**src/rtl/pc_ctrl.sv**
```systemverilog
`default_nettype none
// ============================================================================
// Module   : pc_ctrl
// Brief    : PC sequencing FSM driving fetch requests and counter enable/load.
// Revision : 1.0  initial release
// ============================================================================
module pc_ctrl #(
    parameter int DATAWIDTH  = 5,
    parameter int UPPERLIMIT = 28
) (
    input  logic                 clk,
    input  logic                 clr,
    input  logic                 start,
    input  logic                 halt,
    input  logic                 stall,
    input  logic                 br_req,
    input  logic [DATAWIDTH-1:0] br_target,
    input  logic [DATAWIDTH-1:0] pc_value,
    input  logic                 imem_ready,
    output logic                 imem_req,
    output logic                 pc_en,
    output logic                 pc_load,
    output logic [DATAWIDTH-1:0] pc_data,
    output logic                 busy,
    output logic                 wrap,
    output logic                 err
);

    localparam logic [DATAWIDTH-1:0] LIMIT = DATAWIDTH'(UPPERLIMIT);

    typedef enum logic [2:0] {
        S_IDLE   = 3'd0,
        S_REQ    = 3'd1,
        S_ADV    = 3'd2,
        S_REDIR  = 3'd3,
        S_HALTED = 3'd4
    } state_t;

    state_t                 state_q, state_d;
    logic                   pend_q, pend_d;
    logic [DATAWIDTH-1:0]   tgt_q, tgt_d;
    logic                   err_d;
    logic                   active_w;
    logic                   br_ok_w;
    logic                   br_bad_w;

    assign active_w = (state_q != S_IDLE) && (state_q != S_HALTED);
    assign br_ok_w  = br_req && active_w && (br_target <= LIMIT);
    assign br_bad_w = br_req && active_w && (br_target > LIMIT);

    always_comb begin
        state_d = state_q;
        pend_d  = pend_q;
        tgt_d   = tgt_q;
        err_d   = err | br_bad_w;

        if (state_q == S_REDIR)
            pend_d = 1'b0;
        // A fresh request beats the clear in REDIR and overwrites any unserviced one
        if (br_ok_w) begin
            pend_d = 1'b1;
            tgt_d  = br_target;
        end

        case (state_q)
            S_IDLE:   if (start) state_d = S_REQ;
            S_REQ: begin
                if (halt)
                    state_d = S_HALTED;
                else if (pend_q || br_ok_w)
                    state_d = S_REDIR;
                else if (imem_ready && !stall)
                    state_d = S_ADV;
            end
            S_ADV:    state_d = S_REQ;
            S_REDIR:  state_d = S_REQ;
            S_HALTED: if (start && !halt) state_d = S_REQ;
            default:  state_d = S_IDLE;
        endcase

        if (state_d == S_HALTED)
            pend_d = 1'b0;
    end

    // Outputs are registered from the next state so they line up with the state they describe
    always_ff @(posedge clk) begin
        if (clr) begin
            state_q  <= S_IDLE;
            pend_q   <= 1'b0;
            tgt_q    <= '0;
            imem_req <= 1'b0;
            pc_en    <= 1'b0;
            pc_load  <= 1'b0;
            pc_data  <= '0;
            busy     <= 1'b0;
            wrap     <= 1'b0;
            err      <= 1'b0;
        end else begin
            state_q  <= state_d;
            pend_q   <= pend_d;
            tgt_q    <= tgt_d;
            imem_req <= (state_d == S_REQ);
            pc_en    <= (state_d == S_ADV);
            pc_load  <= (state_d == S_REDIR);
            pc_data  <= (state_d == S_REDIR) ? tgt_d : '0;
            busy     <= (state_d != S_IDLE) && (state_d != S_HALTED);
            // pc_value holds steady until pc_en fires, so the REQ-cycle value is the ADV value
            wrap     <= (state_d == S_ADV) && (pc_value == LIMIT);
            err      <= err_d;
        end
    end

endmodule
`default_nettype wire
```
**config.mk**
```make
export PLATFORM = sky130hd
export DESIGN_NAME = pc_ctrl
export DESIGN_NICKNAME = d
export VERILOG_FILES = /design/src/rtl/pc_ctrl.sv
export SDC_FILE = /design/constraint.sdc
export NUM_CORES = 1
export LEC_CHECK = 0
export BUFFER_PORTS_ARGS = -buffer_cell sky130_fd_sc_hd__buf_2
export CAP_MARGIN = 15
export CELL_PAD_IN_SITES_DETAIL_PLACEMENT = 1
export CELL_PAD_IN_SITES_GLOBAL_PLACEMENT = 2
export CORE_MARGIN = 5
export CORE_UTILIZATION = 28
export DETAILED_ROUTE_END_ITERATION = 10
export PLACE_DENSITY_LB_ADDON = 0.05
export SLEW_MARGIN = 40
export SYNTH_ARGS = -nofsm -noshare
export SYNTH_HDL_FRONTEND = slang
export SYNTH_SLANG_ARGS = --single-unit
```
**constraint.sdc**
```tcl
create_clock -name clk -period 1.73 [get_ports clk]
set_input_delay 0.0865 -clock clk [delete_from_list [all_inputs] [get_ports clk]]
set_output_delay 0.0865 -clock clk [all_outputs]
set_load 0.005 [all_outputs]
```
==> results of run 1 <==
==> repair_timing <==
action,4_1_cts,5_1_grt
resized for setup,0,0
hold buffers,1,0
endpoints found under the hold margin,1,0
==> final timing paths <==
kind	endpoint	start
min	wrap	pc_value[1]
min reg2reg	err	err
max reg2reg	pc_data[1]	state_q[1]
max	pc_data[1]	state_q[1]
==> through the flow <==
step | power, mW | worst slack, ps | instances | util, %
after CTS | 1.01 | 155 | 147 | 37.5
final | 0.990 | 171 | 147 | 37.5
after floorplan | 0.567 | 266 | 86 | -
after global routing | 1.04 | 93.9 | 147 | 37.5
after global placement | 0.617 | 220 | 142 | 35.2
after detailed placement | 0.619 | 170 | 142 | 35.2
==> area by class of cell <==
cell class	instances	area share (%)
inverter	1	0.357
timing repair buffer	31	16.0
clock buffer	3	2.14
sequential	20	38.1
clock inverter	1	2.86
tap	31	3.69
multi-input combinational	60	36.9
==> report_power, final <==
group	switching [mW]	internal, mW	leakage (nW)
registers	0.00915	0.477	0.162
clock network	0.147	0.234	0.0279
logic	0.0686	0.0534	0.257
total	0.225	0.765	0.447
==> worst min-delay path, cell delays in order <==
cell and delay (ps):
buf_2 70, nor3_1 40, and3_1 160
==> placed cells by master, fill, tap and decap left out, types with 2 or more instances in the layout <==
cell type	instances
a211oi_1	3
nor2_1	12
buf_4	3
nand2_1	2
clkbuf_4	3
and3_1	3
nor3_1	9
o21ai_0	2
a21oi_1	6
buf_2	27
nor2b_1	3
nor4_2	4
dfxtp_1	20
==> state kept, by name, summed over array words and instances (netlist names) <==
signal / count
pc_en: 1
pc_load: 1
wrap: 1
pc_data: 5
pend_q: 1
busy: 1
state_q: 3
tgt_q: 5
imem_req: 1
err: 1
==> cell families (layout without fill, tap and decap cells) <==
family / count (synthesis) / in the layout
AO/OA/AOI/OAI: 19 / 19
XOR/XNOR: 1 / 1
buffers and inverters: 6 / 36
flip-flops: 20 / 20
AND/OR/NAND/NOR: 40 / 40
==> per-layer routing <==
layer / vias to the layer above / GRT usage (%)
met5: - / 0
met4: 0 / 3.17
met3: 2 / 4.49
met2: 18 / 16.8
met1: 332 / 14.0
li1: 372 / -
==> impl_metrics.py, run 1 <==
metrics = {
    "layout": {
        "seq_area_um2": 400,
        "nFillCells": 340,
        "final_area_um2": 1050,
        "syn2layout_area_growth_pct": 26.7,
        "multi_input_comb_area_um2": 388,
        "nNetsFinal": 134,
        "antenna_cells": 0,
        "final_layout_size_suffix_gt1_share_pct": 34.5,
    },
    "placed_design": {
        "dp_hpwl_um": 1650,
        "port_buffers": 27,
        "gp_congestion": 0.744,
        "placed_area_um2": 988,
    },
    "worst_setup_path": {
        "cp_num_cells": 3,
        "slowest_stage": "or4b_4",
        "endpoint_kind": "register",
        "crit_required_ps": 1950,
        "critPathBufInv": 0,
        "slowest_delay_ps": 530,
        "worstPathMaxFanout": 9,
        "rr_worst_depth": 3,
        "r2r_setup_slack_ps": 170,
        "startpoint_type": "register",
        "worstPathArrival_ps": 1780,
        "critical_path_class": "reg2reg",
        "path_cells": "or4b_4, or2_1, nor4_2",
        "critPathTopFamily": "simple AND/OR/NAND/NOR gates",
    },
    "pwr": {
        "leakagePower_nw": 0.447,
        "max-vdd-ir-drop_v": 0.000603,
        "p_per_area_nw_per_um2": 942,
    },
    "clocking": {
        "cts_buffers": 3,
        "ctsHtreeMaxLevel": 1,
        "post_cts_buffers": 0,
        "root_buffer": "clkbuf_4",
        "cts_tree": "done",
        "clkLatencyLatePin_ps": 300,
        "clock-sinks": 20,
        "path_clk_slew_ps": 120,
        "cts_buffer_depth": 2,
    },
    "synthesis": {
        "synth_area_leaders": "dfxtp_1 48%, nor4_2 6.0%, nor3_1 5.4%, nor2_1 5.4%, a21oi_1 3.6%",
        "synthTopCellsByCount": "20 x dfxtp_1, 12 x nor2_1, 9 x nor3_1",
        "synthAdderAreaFrac_pct": 0,
        "netlist.area_leader.share_pct": 48.3,
        "ys.warnings.count": 0,
        "synth_compound_area_share_pct": 15.1,
        "synth_simple_gate_area_share_pct": 30.6,
        "synth_top_family_by_area": "simple AND/OR/NAND/NOR gates",
        "synthArstFlopShare_pct": 0,
        "synth-xor-area-share_pct": 1.06,
        "synth_mux_area_share_pct": 0,
        "synth-edff-count": 0,
        "synth_ff_type": "dfxtp_1",
        "syn-num-nets": 103,
        "syn_area_um2": 830,
        "syn_avg_cell_area_um2": 9.65,
        "synthCells": 86,
        "synth_top_area_cell": "dfxtp_1",
        "yosysSeqAreaShare_pct": 48.3,
        "yosys.cell_count.top_type": "dfxtp_1",
        "yosysUniqueCellTypes": 30,
        "ys_ff_latch": 20,
    },
    "routing": {
        "ant_nets": 0,
        "drc": 0,
        "vias_per_cell": 4.93,
        "wl_met1_um": 999,
        "first_iter_violations": 14,
        "dr_total_vias": 724,
        "wl_met2_um": 926,
        "wl_met3_um": 139,
        "wl_per_cell_um": 14.2,
        "drt_wl_total_um": 2080,
        "dr.pass1.iters": 3,
        "top_layer": "met4",
    },
    "status": {
        "status": "complete, no violations",
    },
    "sta": {
        "slew_violations": 0,
        "holdWs_ps": 94.1,
        "post-route-period-util_pct": 90.1,
        "tns_ps": 0,
        "rsz0062_at_grt": "false",
        "slew_headroom_pct": 73.4,
        "fmax_ghz": 0.641,
        "layout_min_cycle_time_ps": 1560,
        "skew_ps": 4.30,
        "setup_viol": 0,
        "tightest_slew_ps": 399,
        "finalHoldViolCount": 0,
    },
    "global_route": {
        "grt_max_degree": 18,
        "grt_usage_pct": 10.9,
        "antenna_found_initial": 0,
        "grt_pass1_vias": 737,
        "grt_overflow": 0,
        "grt_pass1_wl_um": 3440,
    },
    "floorplan": {
        "rows": 19,
        "fp.dieArea_um2": 4150,
        "ios": 28,
        "fp.coreArea_um2": 2810,
        "die_w_um": 64.4,
        "initial_core_util_pct": 29.6,
        "dieHeight_um": 64.4,
    },
    "flow_run": {
        "drv_cap": 0,
    },
    "hold_path": {
        "hold_depth": 3,
        "hold_path.class": "in2reg",
    },
}
(Power assumes the default switching activity.)
==> inputs of run 2 (changes only) <==
--- a/config.mk
+++ b/config.mk
@@ -10,7 +10,8 @@
 export CELL_PAD_IN_SITES_DETAIL_PLACEMENT = 1
 export CELL_PAD_IN_SITES_GLOBAL_PLACEMENT = 2
 export CORE_MARGIN = 5
-export CORE_UTILIZATION = 28
+export CORE_UTILIZATION = 30
+export CTS_BUF_LIST = sky130_fd_sc_hd__clkbuf_4 sky130_fd_sc_hd__clkbuf_8
 export DETAILED_ROUTE_END_ITERATION = 10
 export PLACE_DENSITY_LB_ADDON = 0.05
 export SLEW_MARGIN = 40
==> run 2 against run 1 <==
  * Via count rose by 0.55%
  * Non-clock buffer count fell by 1
  * Global-route usage fell by 0.99 points
  * Cell count fell by 0.68%
  * Critical path depth did not move
  * Combinational power barely moved
  * Critical path type unchanged
  * Design area fell by 2.5%
  * Die area fell by 5.6%
==> impl_metrics.py, run 2 (synthesis gave the netlist of run 1 again) <==
metrics = {
    "worst_setup_path": {
        "rr_worst_depth": 3,
        "r2r_setup_slack_ps": 170,
        "regToRegStartpoint": "state_q[1]",
        "critical_path_class": "reg2reg",
        "crit_required_ps": 1950,
        "endpoint_kind": "register",
        "r2r-end": "pc_data[2]",
        "startpoint_type": "register",
        "worstPathArrival_ps": 1770,
        "crit_path_end": "pc_data[2]",
        "worstPathMaxFanout": 9,
        "crit_path_start": "state_q[1]",
    },
    "layout": {
        "final_util_pct": 37.8,
        "nNetsFinal": 133,
        "reg_top3": "pc_data: 5 flops, tgt_q: 5 flops, state_q: 3 flops",
        "final_layout_size_suffix_gt1_share_pct": 34.8,
        "seq_area_um2": 400,
        "final_common_cell": "buf_2",
        "syn2layout_area_growth_pct": 23.5,
        "nFillCells": 338,
        "final_cell_mix": "27 x buf_2, 20 x dfxtp_1, 12 x nor2_1",
        "multi_input_comb_area_um2": 388,
        "antenna_cells": 0,
    },
    "hold_path": {
        "hold_path.class": "in2reg",
        "min_from": "pc_value[4]",
    },
    "global_route": {
        "antenna_found_initial": 0,
        "grt_usage_pct": 9.88,
        "grt_max_degree": 18,
        "grt_overflow": 0,
        "grt_pass1_vias": 759,
        "grt_pass1_wl_um": 3140,
    },
    "clocking": {
        "cts_resized": 0,
        "cts_buffer_depth": 2,
        "clock-sinks": 20,
        "post_cts_buffers": 0,
        "hold_buffers": 0,
        "root_buffer": "clkbuf_4",
        "clkLatencyLatePin_ps": 290,
        "cts_tree": "done",
        "path_clk_slew_ps": 110,
        "cts_buffers": 3,
        "ctsHtreeMaxLevel": 1,
    },
    "routing": {
        "drt_wl_total_um": 1920,
        "wl_per_cell_um": 13.1,
        "vias_per_cell": 4.99,
        "ant_nets": 0,
        "first_iter_violations": 16,
        "dr.pass1.iters": 2,
        "drc": 0,
        "dr_total_vias": 728,
    },
    "sta": {
        "slew_headroom_pct": 73.5,
        "tightest_slew_ps": 394,
        "rsz0062_at_grt": "false",
        "post-route-period-util_pct": 89.9,
        "finalHoldViolCount": 0,
        "tns_ps": 0,
        "layout_min_cycle_time_ps": 1560,
        "skew_ps": 1.41,
        "fmax_ghz": 0.643,
        "slew_violations": 0,
        "setup_viol": 0,
    },
    "pwr": {
        "leakagePower_nw": 0.435,
        "p_per_area_nw_per_um2": 856,
        "max-vdd-ir-drop_v": 0.000481,
        "total_power_mw": 0.878,
    },
    "floorplan": {
        "ios": 28,
        "die_w_um": 62.6,
        "fp.coreArea_um2": 2710,
        "initial_core_util_pct": 30.6,
        "rows": 19,
        "fp.dieArea_um2": 3920,
        "dieHeight_um": 62.6,
    },
    "placed_design": {
        "dp_hpwl_um": 1500,
        "port_buffers": 27,
        "gp_congestion": 0.762,
    },
    "flow_run": {
        "drv_cap": 0,
    },
    "status": {
        "status": "complete, no violations",
    },
}
## run 2: final cells by class
type	count	area share, %
clock buffer	4	3.54
inverter	1	0.366
multi-input combinational	60	37.9
sequential	20	39.1
tap	31	3.79
timing repair buffer	30	15.4
## run 2: where the power goes
part | total, mW | leakage (nW) | internal [mW] | switching (mW)
Sequential | 0.486 | 0.162 | 0.477 | 0.00867
Clock | 0.273 | 0.0210 | 0.128 | 0.145
Combinational | 0.119 | 0.252 | 0.0518 | 0.0668
## run 2: worst min path at each step
stage                end  slack, ps  cells after the start
global placement    wrap        320                      2
global route        wrap         10                      2
detailed placement  wrap        320                      2
finish              wrap          5                      2
CTS                 wrap       0.08                      2
floorplan           wrap        230                      1
## run 2: worst max-delay path, cell delays in order, from the launching register on
cell and delay, ps:
dfxtp_1 400, or4b_4 530, or2_1 380, nor4_2 180
## run 2: routing by layer
metal  share of wire [%]  GRT usage (%)  vias up  routed length (µm)
met3                 4.4           2.70        2                  85
met5                   0              0        -                   0
met2                  49           16.6       12                 935
li1                    -              -      370                   -
met4                0.47           3.98        0                   9
met1                  46           11.8      344                 885
## run 2: stage by stage
step / instance area [µm²] / hold slack, ps / setup slack, ps / cells
2_1_floorplan: 830 / 232 / 266 / 86
3_3_place_gp: 988 / 318 / 214 / 142
3_5_place_dp: 988 / 320 / 177 / 142
5_1_grt: 1020 / 12.2 / 65.7 / 146
6_report: 1020 / 5.31 / 174 / 146
4_1_cts: 1020 / 0.0773 / 151 / 146
==> inputs of run 3 (changes only) <==
--- a/config.mk
+++ b/config.mk
@@ -14,6 +14,7 @@
 export CTS_BUF_LIST = sky130_fd_sc_hd__clkbuf_4 sky130_fd_sc_hd__clkbuf_8
 export DETAILED_ROUTE_END_ITERATION = 10
 export PLACE_DENSITY_LB_ADDON = 0.05
+export REMOVE_ABC_BUFFERS = 1
 export SLEW_MARGIN = 40
 export SYNTH_ARGS = -nofsm -noshare
 export SYNTH_HDL_FRONTEND = slang
==> run 3 against run 2 <==
  * Critical path depth unchanged
  * Sequential cell count did not move
  * Die area unchanged
  * Global-route usage grew 1.8 points
  * Clock power grew 40%
  * Combinational power up 4%
  * Core utilization up 0.97 points
  * Clock skew rose by 4.7 ps
  * Design area up 2.6%
  * Maximum frequency up 0.64%
  * Worst hold slack improved by 76 ps
  * Routed wire length rose by 10%
  * Critical path type unchanged
  * Largest cell class unchanged
  * Highest routed layer unchanged
==> impl_metrics.py, run 3 (synthesis gave the netlist of run 1 again) <==
metrics = {
    "placed_design": {
        "gp_congestion": 0.788,
        "dp_hpwl_um": 1610,
        "port_buffers": 27,
        "place_ws_ps": 179,
    },
    "worst_setup_path": {
        "path_cells": "or4b_4, or2_1, nor4_2",
        "crit_path_start": "state_q[1]",
        "rr_worst_depth": 3,
        "slowest_delay_ps": 520,
        "endpoint_kind": "register",
        "r2r-end": "pc_data[1]",
        "slowest_stage": "or4b_4",
        "worstPathMaxFanout": 9,
        "worstPathArrival_ps": 1780,
        "crit_required_ps": 1960,
        "critical_path_class": "reg2reg",
        "startpoint_type": "register",
        "regToRegStartpoint": "state_q[1]",
        "r2r_setup_slack_ps": 180,
    },
    "routing": {
        "wl_met3_um": 101,
        "drt_wl_total_um": 2110,
        "first_iter_violations": 31,
        "wl_per_cell_um": 14.4,
        "vias_per_cell": 5.09,
        "dr_total_vias": 748,
        "wl_met2_um": 1070,
        "dr.pass1.iters": 4,
        "top_layer": "met4",
        "drc": 0,
        "wl_met1_um": 922,
        "ant_nets": 0,
    },
    "hold_path": {
        "min_from": "pc_value[0]",
        "hold_end": "wrap",
        "hold_depth": 3,
        "hold_path.class": "in2reg",
    },
    "layout": {
        "final_cell_mix": "27 x buf_2, 20 x dfxtp_1, 12 x nor2_1",
        "syn2layout_area_growth_pct": 26.7,
        "final_layout_size_suffix_gt1_share_pct": 34.5,
        "reg_top3": "pc_data: 5 flops, tgt_q: 5 flops, state_q: 3 flops",
        "final_common_cell": "buf_2",
        "antenna_cells": 0,
        "nNetsFinal": 134,
    },
    "status": {
        "status": "complete, no violations",
    },
    "global_route": {
        "grt_overflow": 0,
        "grt_max_degree": 18,
        "grt_usage_pct": 11.6,
        "grt_pass1_vias": 804,
        "grt_pass1_wl_um": 3730,
        "antenna_found_initial": 0,
    },
    "pwr": {
        "max-vdd-ir-drop_v": 0.000567,
        "p_per_area_nw_per_um2": 945,
        "leakagePower_nw": 0.447,
    },
    "floorplan": {
        "fp.dieArea_um2": 3920,
        "rows": 19,
        "ios": 28,
        "die_w_um": 62.6,
        "fp.coreArea_um2": 2710,
        "dieHeight_um": 62.6,
        "initial_core_util_pct": 30.6,
    },
    "clocking": {
        "clock-sinks": 20,
        "path_clk_slew_ps": 120,
        "clkLatencyLatePin_ps": 310,
        "post_cts_buffers": 0,
        "cts_tree": "done",
        "cts_buffer_depth": 2,
        "cts_resized": 0,
        "ctsHtreeMaxLevel": 1,
        "cts_buffers": 3,
        "root_buffer": "clkbuf_4",
    },
    "flow_run": {
        "drv_cap": 0,
    },
    "sta": {
        "slew_violations": 0,
        "rsz0062_at_grt": "false",
        "layout_min_cycle_time_ps": 1550,
        "tightest_slew_ps": 407,
        "skew_ps": 6.14,
        "slew_headroom_pct": 72.7,
        "fmax_ghz": 0.647,
        "post-route-period-util_pct": 89.4,
        "tns_ps": 0,
        "setup_viol": 0,
        "finalHoldViolCount": 0,
        "setup_ws_ps": 184,
    },
}
run 3: cell count changes in the layout (fill, tap and decap cells not counted), sizes merged:
| cell | before | now |
|---|---|---|
| bufinv | 0 | 1 |
| clkbuf | 4 | 3 |
| dlygate4sd3 | 0 | 1 |
run 3: metrics by stage:
step	hold slack [ps]	area, µm²	cells	util [%]	power [mW]
global placement	315	988	142	36.5	0.616
detailed placement	318	988	142	36.5	0.619
global route	79.1	1050	147	38.8	1.05
floorplan	157	792	81	-	0.556
CTS	74.1	1050	147	38.8	1.01
finish	81.7	1050	147	38.8	0.993
run 3: layer usage:
metal	GRT usage, %	vias up
li1	-	371
met1	14.3	359
met2	19.8	16
met3	4.14	2
met4	1.59	0
met5	0	-
run 3: area by class of cell:
class                      instances  area, µm²
timing repair buffer              31        168
clock buffer                       3       22.5
fill                             338       1660
inverter                           1       3.75
multi-input combinational         60        388
sequential                        20        400
clock inverter                     1       30.0
tap                               31       38.8
run 3: how the worst max path moves through the flow:
stage	slack, ps	depth (start not counted)	end
2_1_floorplan	250	3	pc_data[0]
3_3_place_gp	220	3	pc_data[2]
3_5_place_dp	180	3	pc_data[1]
4_1_cts	160	3	pc_data[1]
5_1_grt	80	3	pc_data[1]
6_report	180	3	pc_data[1]
run 3: critical path: cells and delay by family (launching register included):
family           cells  cell delay (ps)
DFF                  1              400
and+or+nand+nor      3             1070
run 3: what timing repair did:
| item | CTS | global route |
|---|---|---|
| setup endpoints to repair | 0 | 0 |
| hold buffers | 1 | 0 |
| endpoints found under the hold margin | 1 | 0 |
run 3: report_power, final:
group	internal (mW)	switching, mW
Sequential	0.477	0.00891
Combinational	0.0534	0.0710
Clock	0.234	0.148
Total	0.765	0.228
